File: src/rtl/cpu_pkg.sv
// Shared constants and types for the PLP execute stage.
// ALU control/function codes and the multiply/divide state encoding.
package cpu_pkg;

    localparam logic [5:0] ALUC_RTYPE = 6'h00;
    localparam logic [5:0] ALUC_ADDI  = 6'h08;
    localparam logic [5:0] ALUC_ADDIU = 6'h09;
    localparam logic [5:0] ALUC_SLTI  = 6'h0a;
    localparam logic [5:0] ALUC_SLTIU = 6'h0b;
    localparam logic [5:0] ALUC_ANDI  = 6'h0c;
    localparam logic [5:0] ALUC_ORI   = 6'h0d;
    localparam logic [5:0] ALUC_LUI   = 6'h0f;
    localparam logic [5:0] ALUC_LW    = 6'h23;
    localparam logic [5:0] ALUC_SW    = 6'h2b;

    localparam logic [5:0] FN_SLL   = 6'h00;
    localparam logic [5:0] FN_SRL   = 6'h02;
    localparam logic [5:0] FN_SRA   = 6'h03;
    localparam logic [5:0] FN_SLLV  = 6'h04;
    localparam logic [5:0] FN_SRLV  = 6'h06;
    localparam logic [5:0] FN_SRAV  = 6'h07;
    localparam logic [5:0] FN_MFHI  = 6'h10;
    localparam logic [5:0] FN_MFLO  = 6'h12;
    localparam logic [5:0] FN_MULT  = 6'h18;
    localparam logic [5:0] FN_MULTU = 6'h19;
    localparam logic [5:0] FN_DIV   = 6'h1a;
    localparam logic [5:0] FN_DIVU  = 6'h1b;
    localparam logic [5:0] FN_ADDU  = 6'h21;
    localparam logic [5:0] FN_SUBU  = 6'h23;
    localparam logic [5:0] FN_AND   = 6'h24;
    localparam logic [5:0] FN_OR    = 6'h25;
    localparam logic [5:0] FN_NOR   = 6'h27;
    localparam logic [5:0] FN_SLT   = 6'h2a;
    localparam logic [5:0] FN_SLTU  = 6'h2b;

    typedef enum logic [1:0] {
        MD_IDLE,
        MD_BUSY,
        MD_DONE
    } md_state_t;

    // The low two function bits select the MD operation directly:
    // bit 1 = divide, bit 0 = unsigned.
    function automatic logic is_md_fn(input logic [5:0] fn);
        return fn[5:2] == 4'b0110;
    endfunction

endpackage

File: src/rtl/cpu_ex_md_if.sv
// ID-to-EX instruction bundle and EX/MEM pipeline register outputs.
// The slave modport is the execute stage; master is the ID/MEM side.
interface cpu_ex_md_if #(
    parameter int XLEN = 32,
    parameter int SHW  = $clog2(XLEN)
) ();
    logic            id_valid;
    logic            id_c_rfw;
    logic            id_c_drw;
    logic [1:0]      id_c_wbsource;
    logic [5:0]      id_c_alucontrol;
    logic [5:0]      id_func;
    logic [SHW-1:0]  id_shamt;
    logic [XLEN-1:0] id_rfa;
    logic [XLEN-1:0] id_rfb;
    logic [XLEN-1:0] id_rfbse;
    logic [4:0]      id_rf_waddr;
    logic [XLEN-1:0] id_jalra;

    logic            ex_stall;

    logic            p_valid;
    logic            p_c_rfw;
    logic            p_c_drw;
    logic [1:0]      p_c_wbsource;
    logic [XLEN-1:0] p_alu_r;
    logic [XLEN-1:0] p_rfb;
    logic [XLEN-1:0] p_jalra;
    logic [4:0]      p_rf_waddr;

    modport master (
        output id_valid, id_c_rfw, id_c_drw, id_c_wbsource, id_c_alucontrol,
               id_func, id_shamt, id_rfa, id_rfb, id_rfbse, id_rf_waddr, id_jalra,
        input  ex_stall, p_valid, p_c_rfw, p_c_drw, p_c_wbsource, p_alu_r,
               p_rfb, p_jalra, p_rf_waddr
    );

    modport slave (
        input  id_valid, id_c_rfw, id_c_drw, id_c_wbsource, id_c_alucontrol,
               id_func, id_shamt, id_rfa, id_rfb, id_rfbse, id_rf_waddr, id_jalra,
        output ex_stall, p_valid, p_c_rfw, p_c_drw, p_c_wbsource, p_alu_r,
               p_rfb, p_jalra, p_rf_waddr
    );
endinterface

File: src/rtl/cpu_muldiv.sv
// Iterative multiply/divide unit with HI/LO: one bit per cycle on operand
// magnitudes (shift-add / restoring divide), sign fixed in the last step.
module cpu_muldiv
    import cpu_pkg::*;
#(
    parameter int XLEN = 32
) (
    input  logic            clk,
    input  logic            rst,
    input  logic            start,
    input  logic [1:0]      op,
    input  logic [XLEN-1:0] a,
    input  logic [XLEN-1:0] b,
    output logic            busy,
    output logic            done,
    output logic [XLEN-1:0] hi,
    output logic [XLEN-1:0] lo
);
    localparam int CW = $clog2(XLEN + 1);

    md_state_t       state_reg, state_next;
    logic [CW-1:0]   count_reg;
    logic            is_mul_reg;
    logic            neg_q_reg;
    logic            neg_r_reg;
    logic [XLEN-1:0] opnd_reg;
    logic [XLEN-1:0] acc_hi_reg;
    logic [XLEN-1:0] acc_lo_reg;
    logic [XLEN-1:0] hi_reg;
    logic [XLEN-1:0] lo_reg;

    logic            op_signed, op_mul, sign_a, sign_b;
    logic [XLEN-1:0] mag_a, mag_b;

    always_comb begin
        op_signed = ~op[0];
        op_mul    = ~op[1];
        sign_a    = op_signed & a[XLEN-1];
        sign_b    = op_signed & b[XLEN-1];
        mag_a     = sign_a ? -a : a;
        mag_b     = sign_b ? -b : b;
    end

    logic [XLEN:0]     mul_sum;
    logic [XLEN:0]     div_shift;
    logic [XLEN+1:0]   div_diff;
    logic              div_ge;
    logic [XLEN-1:0]   hi_step, lo_step;
    logic [2*XLEN-1:0] prod_mag, prod_fix;
    logic [XLEN-1:0]   hi_fix, lo_fix;

    // Multiply keeps the partial product in {acc_hi, acc_lo} with the
    // multiplier draining out of acc_lo; divide keeps the remainder in acc_hi
    // and shifts quotient bits into acc_lo as the dividend shifts out.
    always_comb begin
        mul_sum   = {1'b0, acc_hi_reg} + (acc_lo_reg[0] ? {1'b0, opnd_reg} : '0);
        div_shift = {acc_hi_reg, acc_lo_reg[XLEN-1]};
        div_diff  = {1'b0, div_shift} - {2'b00, opnd_reg};
        div_ge    = ~div_diff[XLEN+1];
        if (is_mul_reg) begin
            hi_step = mul_sum[XLEN:1];
            lo_step = {mul_sum[0], acc_lo_reg[XLEN-1:1]};
        end else begin
            hi_step = div_ge ? div_diff[XLEN-1:0] : div_shift[XLEN-1:0];
            lo_step = {acc_lo_reg[XLEN-2:0], div_ge};
        end
        prod_mag = {hi_step, lo_step};
        prod_fix = neg_q_reg ? -prod_mag : prod_mag;
        if (is_mul_reg) begin
            hi_fix = prod_fix[2*XLEN-1:XLEN];
            lo_fix = prod_fix[XLEN-1:0];
        end else begin
            hi_fix = neg_r_reg ? -hi_step : hi_step;
            lo_fix = neg_q_reg ? -lo_step : lo_step;
        end
    end

    always_comb begin
        state_next = state_reg;
        case (state_reg)
            MD_IDLE: if (start) state_next = MD_BUSY;
            MD_BUSY: if (count_reg == CW'(1)) state_next = MD_DONE;
            MD_DONE: state_next = MD_IDLE;
            default: state_next = MD_IDLE;
        endcase
    end

    always_ff @(posedge clk) begin
        if (rst) state_reg <= MD_IDLE;
        else     state_reg <= state_next;
    end

    always_ff @(posedge clk) begin
        if (rst) begin
            count_reg  <= '0;
            is_mul_reg <= 1'b0;
            neg_q_reg  <= 1'b0;
            neg_r_reg  <= 1'b0;
            opnd_reg   <= '0;
            acc_hi_reg <= '0;
            acc_lo_reg <= '0;
            hi_reg     <= '0;
            lo_reg     <= '0;
        end else begin
            case (state_reg)
                MD_IDLE: begin
                    if (start) begin
                        count_reg  <= CW'(XLEN);
                        is_mul_reg <= op_mul;
                        // A zero divisor yields an all-ones quotient regardless of sign.
                        neg_q_reg  <= op_mul ? (sign_a ^ sign_b)
                                             : ((sign_a ^ sign_b) & (b != '0));
                        neg_r_reg  <= sign_a;
                        opnd_reg   <= op_mul ? mag_a : mag_b;
                        acc_hi_reg <= '0;
                        acc_lo_reg <= op_mul ? mag_b : mag_a;
                    end
                end
                MD_BUSY: begin
                    count_reg  <= count_reg - CW'(1);
                    acc_hi_reg <= hi_step;
                    acc_lo_reg <= lo_step;
                    if (count_reg == CW'(1)) begin
                        hi_reg <= hi_fix;
                        lo_reg <= lo_fix;
                    end
                end
                default: ;
            endcase
        end
    end

    assign busy = (state_reg == MD_BUSY);
    assign done = (state_reg == MD_DONE);
    assign hi   = hi_reg;
    assign lo   = lo_reg;

endmodule

File: src/rtl/cpu_ex_md.sv
// PLP execute stage: single-cycle ALU and shifter, iterative MD unit with
// HI/LO, and the EX/MEM pipeline register with stall-bubble insertion.
module cpu_ex_md
    import cpu_pkg::*;
#(
    parameter int XLEN = 32,
    parameter int SHW  = $clog2(XLEN)
) (
    input logic          clk,
    input logic          rst,
    cpu_ex_md_if.slave   bus
);
    logic [XLEN-1:0] x, y, alu_r;
    logic [SHW-1:0]  sh_imm, sh_var;
    logic            is_md, md_start, md_busy, md_done, ex_stall;
    logic [XLEN-1:0] md_hi, md_lo;

    assign x      = bus.id_rfa;
    assign y      = bus.id_rfbse;
    assign sh_imm = bus.id_shamt;
    assign sh_var = x[SHW-1:0];

    assign is_md    = (bus.id_c_alucontrol == ALUC_RTYPE) && is_md_fn(bus.id_func);
    assign md_start = bus.id_valid && is_md;
    // While neither busy nor done the unit is idle and about to accept the op.
    assign ex_stall = md_busy | (md_start & ~md_done);

    cpu_muldiv #(.XLEN(XLEN)) u_muldiv (
        .clk   (clk),
        .rst   (rst),
        .start (md_start),
        .op    (bus.id_func[1:0]),
        .a     (bus.id_rfa),
        .b     (bus.id_rfb),
        .busy  (md_busy),
        .done  (md_done),
        .hi    (md_hi),
        .lo    (md_lo)
    );

    always_comb begin
        alu_r = '0;
        case (bus.id_c_alucontrol)
            ALUC_ADDI, ALUC_ADDIU, ALUC_LW, ALUC_SW: alu_r = x + y;
            ALUC_ANDI:  alu_r = x & y;
            ALUC_ORI:   alu_r = x | y;
            ALUC_SLTI:  alu_r = XLEN'($signed(x) < $signed(y));
            ALUC_SLTIU: alu_r = XLEN'(x < y);
            ALUC_LUI:   alu_r = y << (XLEN / 2);
            ALUC_RTYPE: begin
                case (bus.id_func)
                    FN_ADDU: alu_r = x + y;
                    FN_SUBU: alu_r = x - y;
                    FN_AND:  alu_r = x & y;
                    FN_OR:   alu_r = x | y;
                    FN_NOR:  alu_r = ~(x | y);
                    FN_SLT:  alu_r = XLEN'($signed(x) < $signed(y));
                    FN_SLTU: alu_r = XLEN'(x < y);
                    FN_SLL:  alu_r = y << sh_imm;
                    FN_SRL:  alu_r = y >> sh_imm;
                    FN_SRA:  alu_r = $unsigned($signed(y) >>> sh_imm);
                    FN_SLLV: alu_r = y << sh_var;
                    FN_SRLV: alu_r = y >> sh_var;
                    FN_SRAV: alu_r = $unsigned($signed(y) >>> sh_var);
                    FN_MFHI: alu_r = md_hi;
                    FN_MFLO: alu_r = md_lo;
                    default: alu_r = '0;
                endcase
            end
            default: alu_r = '0;
        endcase
    end

    logic            p_valid_reg, p_c_rfw_reg, p_c_drw_reg;
    logic [1:0]      p_c_wbsource_reg;
    logic [XLEN-1:0] p_alu_r_reg, p_rfb_reg, p_jalra_reg;
    logic [4:0]      p_rf_waddr_reg;
    logic            load;

    assign load = bus.id_valid & ~ex_stall;

    // Stalls and ID bubbles both clear every field, not just the write enables.
    always_ff @(posedge clk) begin
        if (rst || !load) begin
            p_valid_reg      <= 1'b0;
            p_c_rfw_reg      <= 1'b0;
            p_c_drw_reg      <= 1'b0;
            p_c_wbsource_reg <= '0;
            p_alu_r_reg      <= '0;
            p_rfb_reg        <= '0;
            p_jalra_reg      <= '0;
            p_rf_waddr_reg   <= '0;
        end else begin
            p_valid_reg      <= 1'b1;
            p_c_rfw_reg      <= bus.id_c_rfw;
            p_c_drw_reg      <= bus.id_c_drw;
            p_c_wbsource_reg <= bus.id_c_wbsource;
            p_alu_r_reg      <= alu_r;
            p_rfb_reg        <= bus.id_rfb;
            p_jalra_reg      <= bus.id_jalra;
            p_rf_waddr_reg   <= bus.id_rf_waddr;
        end
    end

    assign bus.ex_stall     = ex_stall;
    assign bus.p_valid      = p_valid_reg;
    assign bus.p_c_rfw      = p_c_rfw_reg;
    assign bus.p_c_drw      = p_c_drw_reg;
    assign bus.p_c_wbsource = p_c_wbsource_reg;
    assign bus.p_alu_r      = p_alu_r_reg;
    assign bus.p_rfb        = p_rfb_reg;
    assign bus.p_jalra      = p_jalra_reg;
    assign bus.p_rf_waddr   = p_rf_waddr_reg;

endmodule

File: src/flat_wrapper.sv
// flat-port wrapper written by rule: the top's interface ports become plain ports
module cpu_ex_md_flat import cpu_pkg::*;
#(
    parameter int XLEN = 32,
    parameter int SHW  = $clog2(XLEN)
)
  (clk, rst, bus_id_valid, bus_id_c_rfw, bus_id_c_drw, bus_id_c_wbsource, bus_id_c_alucontrol, bus_id_func, bus_id_shamt, bus_id_rfa, bus_id_rfb, bus_id_rfbse, bus_id_rf_waddr, bus_id_jalra, bus_ex_stall, bus_p_valid, bus_p_c_rfw, bus_p_c_drw, bus_p_c_wbsource, bus_p_alu_r, bus_p_rfb, bus_p_jalra, bus_p_rf_waddr);
  cpu_ex_md_if #(.XLEN(XLEN), .SHW(SHW)) bus_i ();
  input logic clk;
  input logic rst;
  input wire logic [$bits(bus_i.id_valid)-1:0] bus_id_valid;
  input wire logic [$bits(bus_i.id_c_rfw)-1:0] bus_id_c_rfw;
  input wire logic [$bits(bus_i.id_c_drw)-1:0] bus_id_c_drw;
  input wire logic [$bits(bus_i.id_c_wbsource)-1:0] bus_id_c_wbsource;
  input wire logic [$bits(bus_i.id_c_alucontrol)-1:0] bus_id_c_alucontrol;
  input wire logic [$bits(bus_i.id_func)-1:0] bus_id_func;
  input wire logic [$bits(bus_i.id_shamt)-1:0] bus_id_shamt;
  input wire logic [$bits(bus_i.id_rfa)-1:0] bus_id_rfa;
  input wire logic [$bits(bus_i.id_rfb)-1:0] bus_id_rfb;
  input wire logic [$bits(bus_i.id_rfbse)-1:0] bus_id_rfbse;
  input wire logic [$bits(bus_i.id_rf_waddr)-1:0] bus_id_rf_waddr;
  input wire logic [$bits(bus_i.id_jalra)-1:0] bus_id_jalra;
  output wire logic [$bits(bus_i.ex_stall)-1:0] bus_ex_stall;
  output wire logic [$bits(bus_i.p_valid)-1:0] bus_p_valid;
  output wire logic [$bits(bus_i.p_c_rfw)-1:0] bus_p_c_rfw;
  output wire logic [$bits(bus_i.p_c_drw)-1:0] bus_p_c_drw;
  output wire logic [$bits(bus_i.p_c_wbsource)-1:0] bus_p_c_wbsource;
  output wire logic [$bits(bus_i.p_alu_r)-1:0] bus_p_alu_r;
  output wire logic [$bits(bus_i.p_rfb)-1:0] bus_p_rfb;
  output wire logic [$bits(bus_i.p_jalra)-1:0] bus_p_jalra;
  output wire logic [$bits(bus_i.p_rf_waddr)-1:0] bus_p_rf_waddr;
  assign bus_i.id_valid = bus_id_valid;
  assign bus_i.id_c_rfw = bus_id_c_rfw;
  assign bus_i.id_c_drw = bus_id_c_drw;
  assign bus_i.id_c_wbsource = bus_id_c_wbsource;
  assign bus_i.id_c_alucontrol = bus_id_c_alucontrol;
  assign bus_i.id_func = bus_id_func;
  assign bus_i.id_shamt = bus_id_shamt;
  assign bus_i.id_rfa = bus_id_rfa;
  assign bus_i.id_rfb = bus_id_rfb;
  assign bus_i.id_rfbse = bus_id_rfbse;
  assign bus_i.id_rf_waddr = bus_id_rf_waddr;
  assign bus_i.id_jalra = bus_id_jalra;
  assign bus_ex_stall = bus_i.ex_stall;
  assign bus_p_valid = bus_i.p_valid;
  assign bus_p_c_rfw = bus_i.p_c_rfw;
  assign bus_p_c_drw = bus_i.p_c_drw;
  assign bus_p_c_wbsource = bus_i.p_c_wbsource;
  assign bus_p_alu_r = bus_i.p_alu_r;
  assign bus_p_rfb = bus_i.p_rfb;
  assign bus_p_jalra = bus_i.p_jalra;
  assign bus_p_rf_waddr = bus_i.p_rf_waddr;
  cpu_ex_md #(.XLEN(XLEN), .SHW(SHW)) u_core (.clk(clk), .rst(rst), .bus(bus_i));
endmodule
File: config.mk
export PLATFORM = sky130hd
export DESIGN_NAME = cpu_ex_md_flat
export DESIGN_NICKNAME = d
export VERILOG_FILES = /design/src/rtl/cpu_pkg.sv /design/src/rtl/cpu_ex_md_if.sv /design/src/rtl/cpu_muldiv.sv /design/src/rtl/cpu_ex_md.sv /design/src/flat_wrapper.sv
export SDC_FILE = /design/constraint.sdc
export NUM_CORES = 2
export LEC_CHECK = 0
export BUFFER_PORTS_ARGS = -buffer_cell sky130_fd_sc_hd__clkbuf_2
export CORE_MARGIN = 3
export CORE_UTILIZATION = 45
export CTS_CLUSTER_DIAMETER = 30
export CTS_CLUSTER_SIZE = 24
export DETAILED_ROUTE_END_ITERATION = 8
export MAX_ROUTING_LAYER = met4
export SLEW_MARGIN = 30
export SYNTH_ARGS = -nofsm -noshare
export SYNTH_HDL_FRONTEND = slang
export SYNTH_SLANG_ARGS = --single-unit
File: constraint.sdc
create_clock -name clk -period 5.7 [get_ports clk]
set_input_delay 0.285 -clock clk [delete_from_list [all_inputs] [get_ports clk]]
set_output_delay 0.285 -clock clk [all_outputs]
set_load 0.01 [all_outputs]
== Word level (Yosys, flattened, before mapping) ==
Index checks and enable logic that the tools add are counted.
Widths: inputs -> output; s select.

* Bits in registers: 277
* Bits in latches: 0
* Memory bits (writable): 0
* ROM bits: 0
* Input bits: 157
* Logic and storage cells: 120
* Memories: 0

* Add/sub/neg operators: 10
* Multiply operators: 0
* Divide/modulo/power cells: 0
* Order comparisons: 2
* Equal/unequal tests: 29
* Shifts and indexed selects: 6
* Multiplexer cells: 26
* Bitwise operators: 15
* Reduce and logical (&&, ||, !) cells: 14

{| class="wikitable"
|+ Operators with widths
! operator !! count
|-
| $pmux 32 s15 || 1
|-
| $mux 32 || 14
|-
| $pmux 32 s7 || 1
|-
| $neg 32->32 || 4
|-
| $pmux 32 s2 || 2
|-
| $lt 32x32->1 || 2
|-
| $mux 64 || 1
|-
| $neg 64->64 || 1
|-
| $shl 32x5->32 || 2
|-
| $shr 32x5->32 || 2
|-
| $sshr 32x5->32 || 2
|-
| $eq 6x6->1 const B || 9
|-
| $eq 6x4->1 const B || 7
|-
| $sub 33x32->34 || 1
|-
| $add 32x32->33 || 1
|-
| $add 32x32->32 || 1
|-
| $and 32x32->32 || 1
|-
| $not 32->32 || 1
|-
| $or 32x32->32 || 1
|-
| $reduce_bool 32->1 || 1
|-
| $sub 32x32->32 || 1
|-
| $eq 6x3->1 const B || 3
|-
| $eq 6x2->1 const B || 2
|-
| $eq 6x5->1 const B || 2
|-
| 24 further kinds || 39
|}

== Logic depth before layout (Yosys ltp) ==
* Depth in word-level cells: 10
* Gate-level depth with buffers: 24
* Depth with buffers taken out: 21

== Modules after synthesis ==
From an unflattened synthesis, not the netlist that was laid out.

* Cell total of the unflattened synthesis: 4,223
* Area total of the unflattened synthesis: 31,537.7 µm²

{| class="wikitable"
|+ Modules (own cells, without submodules)
! module !! instances !! cells an instance !! area an instance (µm²)
|-
| cpu_ex_md || 1 || 2,151 || 16,298.1
|-
| cpu_muldiv || 1 || 2,072 || 15,239.6
|}

== Worst setup path before layout ==
No wires, ideal clock.

* Path kind: register to register
* Start point: reg u_core.u_muldiv.is_mul_reg
* End point: reg u_core.u_muldiv.hi_reg[22] (netlist: u_core.u_muldiv.hi[22])
* Arrival time: 5.091 ns
* Setup slack: 0.487 ns
* Stages on the path, launching flop included: 22
* Clock period less this slack: 5.213 ns
* Cells stage by stage: dfxtp_1 -> buf_4 -> buf_6 -> buf_2 -> buf_2 -> buf_2 -> buf_1 -> buf_4 -> buf_2 -> buf_1 -> mux2i_1 -> ha_1 -> o21ai_0 -> or4_1 -> or2_2 -> clkbuf_1 -> or2_2 -> o21ai_0 -> nor2b_1 -> a21oi_1 -> o211a_1 -> a311o_1

* Cells in the longest elaborated chain, start to end: 4
* Elaborated cells on any way between the ends: 7
* Classes of those cells: add/sub: 2; mux: 5

{| class="wikitable"
|+ Ends and longest elaborated chain
! item !! line !! RTL
|-
| from (decl) || cpu_muldiv.sv:23 || <nowiki>logic is_mul_reg;</nowiki>
|-
| from (signal assigned) || cpu_muldiv.sv:109 || <nowiki>is_mul_reg <= op_mul;</nowiki>
|-
| $mux 32 || cpu_muldiv.sv:60 || <nowiki>if (is_mul_reg) begin</nowiki>
|-
| $neg 64->64 / $neg 32->32 (equally long branches) || cpu_muldiv.sv:68, cpu_muldiv.sv:73 ||
|-
| $mux 64 / $mux 32 (equally long branches) || cpu_muldiv.sv:68, cpu_muldiv.sv:73 ||
|-
| $mux 32 * || cpu_muldiv.sv:69 || <nowiki>if (is_mul_reg) begin</nowiki>
|-
| to (signal assigned) || cpu_muldiv.sv:124 || <nowiki>hi_reg <= hi_fix;</nowiki>
|-
| to (decl) || cpu_muldiv.sv:29 || <nowiki>logic [XLEN-1:0] hi_reg;</nowiki>
|}

Mark *: on every way between the ends. The rest lies on a longest branch, timed or not.
A chain may end at the register's enable or synchronous reset.

== Worst setup path in the final report ==
* Start point: reg u_core.u_muldiv.opnd_reg[1]
* End point: reg u_core.u_muldiv.hi_reg[24] (netlist: u_core.u_muldiv.hi[24])

* Cells in the longest elaborated chain, start to end: 6
* Elaborated cells on any way between the ends: 12
* Classes of those cells: add/sub: 4; mux: 7; bitwise: 1

{| class="wikitable"
|+ Ends and longest elaborated chain
! item !! line !! RTL
|-
| from (decl) || cpu_muldiv.sv:26 || <nowiki>logic [XLEN-1:0] opnd_reg;</nowiki>
|-
| from (signal assigned) || cpu_muldiv.sv:114 || <nowiki>opnd_reg <= op_mul ? mag_a : mag_b;</nowiki>
|-
| $sub 33x32->34 / $mux 32 (equally long branches) || cpu_muldiv.sv:58, cpu_muldiv.sv:56 ||
|-
| $mux 32, or another cell as far along || cpu_muldiv.sv:64 || <nowiki>hi_step = div_ge ? div_diff[XLEN-1:0] : div_shift[XLEN-1:0];</nowiki>
|-
| $mux 32 || cpu_muldiv.sv:60 ||
|-
| $neg 64->64 / $neg 32->32 (equally long branches) || cpu_muldiv.sv:68, cpu_muldiv.sv:73 ||
|-
| $mux 64 / $mux 32 (equally long branches) || cpu_muldiv.sv:68, cpu_muldiv.sv:73 ||
|-
| $mux 32 * || cpu_muldiv.sv:69 ||
|}

Marked as above.

==> impl_metrics.ini <==
[global_route]
globalRoute.totalOverflow = 0
grt_pass1_vias = 30800
grt_first_pass_wirelength_um = 210000
antenna_found_initial = 9
grt_start_max_net_pins = 82
grt_usage_pct = 42.9

[cts]
cts_root_buf = clkbuf_16
clk_pin_slew_ns = 0.04
cts_sinks = 277
htree_levels = 3
cts_buffers = 74
cts_tree = built
clock_latency_ns = 0.64
clk_path_buf_depth = 3

[drt]
antenna_left = 0
drc = 0
initialDrtViolationCount = 4186
vias_per_cell = 6.47
via_count = 33500
routedWlPerCell_um = 28.2
first_pass_iters = 8
wl_um = 146000

[yosys]
synth.top_cells.by_count = nand2_1 (454), a21oi_1 (401), nor2_1 (396), dfxtp_1 (277), mux2i_1 (235)
synth-seq-cells = 277
synth_area_per_cell_um2 = 7.20
netlist_area_um2 = 28800
yosysSeqAreaShare_pct = 19.2
synth.area.top_cells = dfxtp_1 (19%), mux2i_1 (8.2%), ha_1 (7.2%), a21oi_1 (7.0%), nand2_1 (5.9%)
synth_flop_cell = dfxtp_1
synthArstFlopShare_pct = 0
ys.warnings.count = 0
syn_nets = 4331
synth-edff-count = 0
yosysTopAreaCellShare_pct = 19.2
synth_most_common_cell = nand2_1
yosys.cell_types.count = 104
yosys.area.top_type = dfxtp_1
synthesis.instances = 4004

[pwr]
sw_frac_of_total_pct = 32.2
clockPowerShare_pct = 53.8
powerDensity_nw_per_um2 = 230
vdd_drop_max_v = 0.000257
pwr-share-comb_pct = 21.3
leakagePower_uw = 0.0146
seqPwrFrac_pct = 24.9
switchingPower_uw = 2550
p_int_uw = 5370

[setup_path]
critPathRequiredTime_ns = 6.24
crit_chain = inv_1 > ha_1 > nor2b_1 > o31a_1 > a41o_1 > o2111a_2 > nor2_4 > nand2_1 > o21ai_0 > ha_1 > o21ai_0 > or4_1 > or2_2 > or2_2 > nand2b_1 > nand3_1 > inv_1 > nor2_2 > a31oi_1 > xnor2_1 > a211oi_1
rr_endpoint = u_core.u_muldiv.hi[24]$_SDFFE_PP0P_
critPathCapture = u_core.u_muldiv.hi[24]$_SDFFE_PP0P_
reg2regPathDepth = 21
path_depth = 21
crit_type = reg -> reg
rrSetupSlack_ns = 0.24
slowest_delay_ns = 0.61
end_kind = flop
path_max_fanout = 7
crit_start = u_core.u_muldiv.opnd_reg[1]$_SDFFE_PP0P_
r2r-start = u_core.u_muldiv.opnd_reg[1]$_SDFFE_PP0P_
crit_family = simple AND/OR/NAND/NOR gates
critical_path.slowest_cell = or4_1
start_kind = flop
cp.arrival_ns = 6.00
crit_buf_inv = 2

[timing]
drv_slew = 0
fmax_ghz = 0.183
finClkSkew_ns = 0.0516
max-slew-margin-rel_pct = 30.3
hold_violations = 0
report.final.setup_viol = 0
tightest_slew_ns = 1.05
fin_crit_ns = 5.46
fin_tns_setup_ns = 0
rsz0062_at_grt = true
worst_slack_ns = 0.240
finalCritPeriodShare_pct = 95.8

[run_status]
run_status = finished clean

[placement]
place.gp.congestion = 1.08
place_worst_setup_slack_ns = 0.280
io_buffers = 263
dpl_cell_area_um2 = 31100
hpwl_um = 114000

[floorplanning]
fp-row-count = 92
die_area_um2 = 67100
die_h_um = 259
start_util_pct = 45.6
core_um2 = 63200
pin_count = 264
dieWidth_um = 259

[min_path]
hp-class = in -> reg
hp-start = bus_id_c_alucontrol[4]

[final_layout]
synthToLayoutAreaGrowth_pct = 19.5
nNetsFinal = 4589
final_layout_size_suffix_gt1_share_pct = 14.5
design_area_um2 = 34400

[flow_run]
maxCapViolations = 0
## kinds of logic after synthesis
family,count (synthesis),share of synthesized area (%)
xor gates and xnor gates,213,6.47
and+or+nand+nor,1355,22.1
buffers and inverters,442,6.28
DFF,277,19.2
muxes,271,9.59
adders and majority gates,171,7.52
AOI/OAI and AO/OA,1275,28.8
## worst reg2reg max path: stages (launching register included)
cell	delay, ns
dfxtp_1	0.36
inv_1	0.09
ha_1	0.28
nor2b_1	0.15
o31a_1	0.28
a41o_1	0.32
o2111a_2	0.33
nor2_4	0.10
nand2_1	0.06
o21ai_0	0.18
ha_1	0.24
o21ai_0	0.15
or4_1	0.61
or2_2	0.42
or2_2	0.36
nand2b_1	0.21
nand3_1	0.23
inv_1	0.18
nor2_2	0.29
a31oi_1	0.15
xnor2_1	0.15
a211oi_1	0.23
## worst min-delay path by stage
stage | end | slack, ns | cells past startpoint
finish | u_core.bus.p_alu_r[27]$_SDFF_PN0_ | 0.15 | 4
detailed placement | u_core.u_muldiv.lo[1]$_SDFFE_PP0P_ | 0.45 | 2
CTS | u_core.bus.p_alu_r[27]$_SDFF_PN0_ | 0.10 | 4
global placement | u_core.u_muldiv.lo[11]$_SDFFE_PP0P_ | 0.44 | 2
global route | u_core.bus.p_rfb[0]$_SDFF_PN0_ | 0.13 | 2
floorplan | u_core.bus.p_c_drw$_SDFF_PN0_ | 0.41 | 1
## layout make-up
class	count	area [µm²]
well taps	846	1060
diodes	10	25.0
repair buffers	451	2950
clock buffers	100	2120
flip-flops and latches	277	5550
multi-input cells	3285	21700
inverters	173	649
clock inverters	33	440
fillers	6141	28700
## stage by stage
stage	std cells	total power, µW	hold WS, ns	utilization, %
final	5175	7920	0.151	54.5
after global placement	4958	3580	0.440	49.1
after global routing	5175	8110	0.134	54.5
after CTS	5164	7870	0.101	54.4
after detailed placement	4959	3580	0.448	49.2
after floorplan	4004	2970	0.407	-
## layer usage
layer / up-vias / GRT usage (%) / routed length [µm]
met1: 16000 / 54.5 / 59300
met4: 0 / 22.5 / 8730
met3: 382 / 9.72 / 15200
met2: 1997 / 63.3 / 62700
li1: 15100 / - / -
met5: - / - / 0
## layout by cell type (no fill, tap or decap), types with 36 or more instances in the layout
cell type	netlist	final
a211oi_1	98	98
a21o_1	44	44
a21oi_1	401	397
a221oi_1	42	42
a22oi_1	37	37
a31oi_1	68	68
and2_1	117	116
and3_1	36	36
buf_4	11	116
clkbuf_16	0	74
clkbuf_2	1	261
dfxtp_1	277	276
dlygate4sd3_1	0	72
ha_1	166	166
inv_1	168	168
mux2i_1	235	230
nand2_1	454	453
nand3_1	71	71
nor2_1	396	390
nor3_1	82	78
o211ai_1	81	81
o21ai_0	215	215
xnor2_1	144	141
xor2_1	69	69
## power groups by stage
stage	clock [µW]	sequential (µW)	combinational [µW]
2_1_floorplan	0	2020	953
3_3_place_gp	0	2010	1570
3_5_place_dp	0	2010	1570
4_1_cts	4280	1970	1620
5_1_grt	4370	1970	1770
6_report	4260	1970	1690
## repair_timing
| action | in CTS | in global routing |
|---|---|---|
| hold buffers | 72 | 0 |
| gates resized for setup | 0 | 2 |
| hold endpoints to repair | 72 | 0 |
| setup buffers | 0 | 0 |
| setup endpoints to repair | 0 | 4 |
Note: power is estimated with default switching activity, not from simulation.
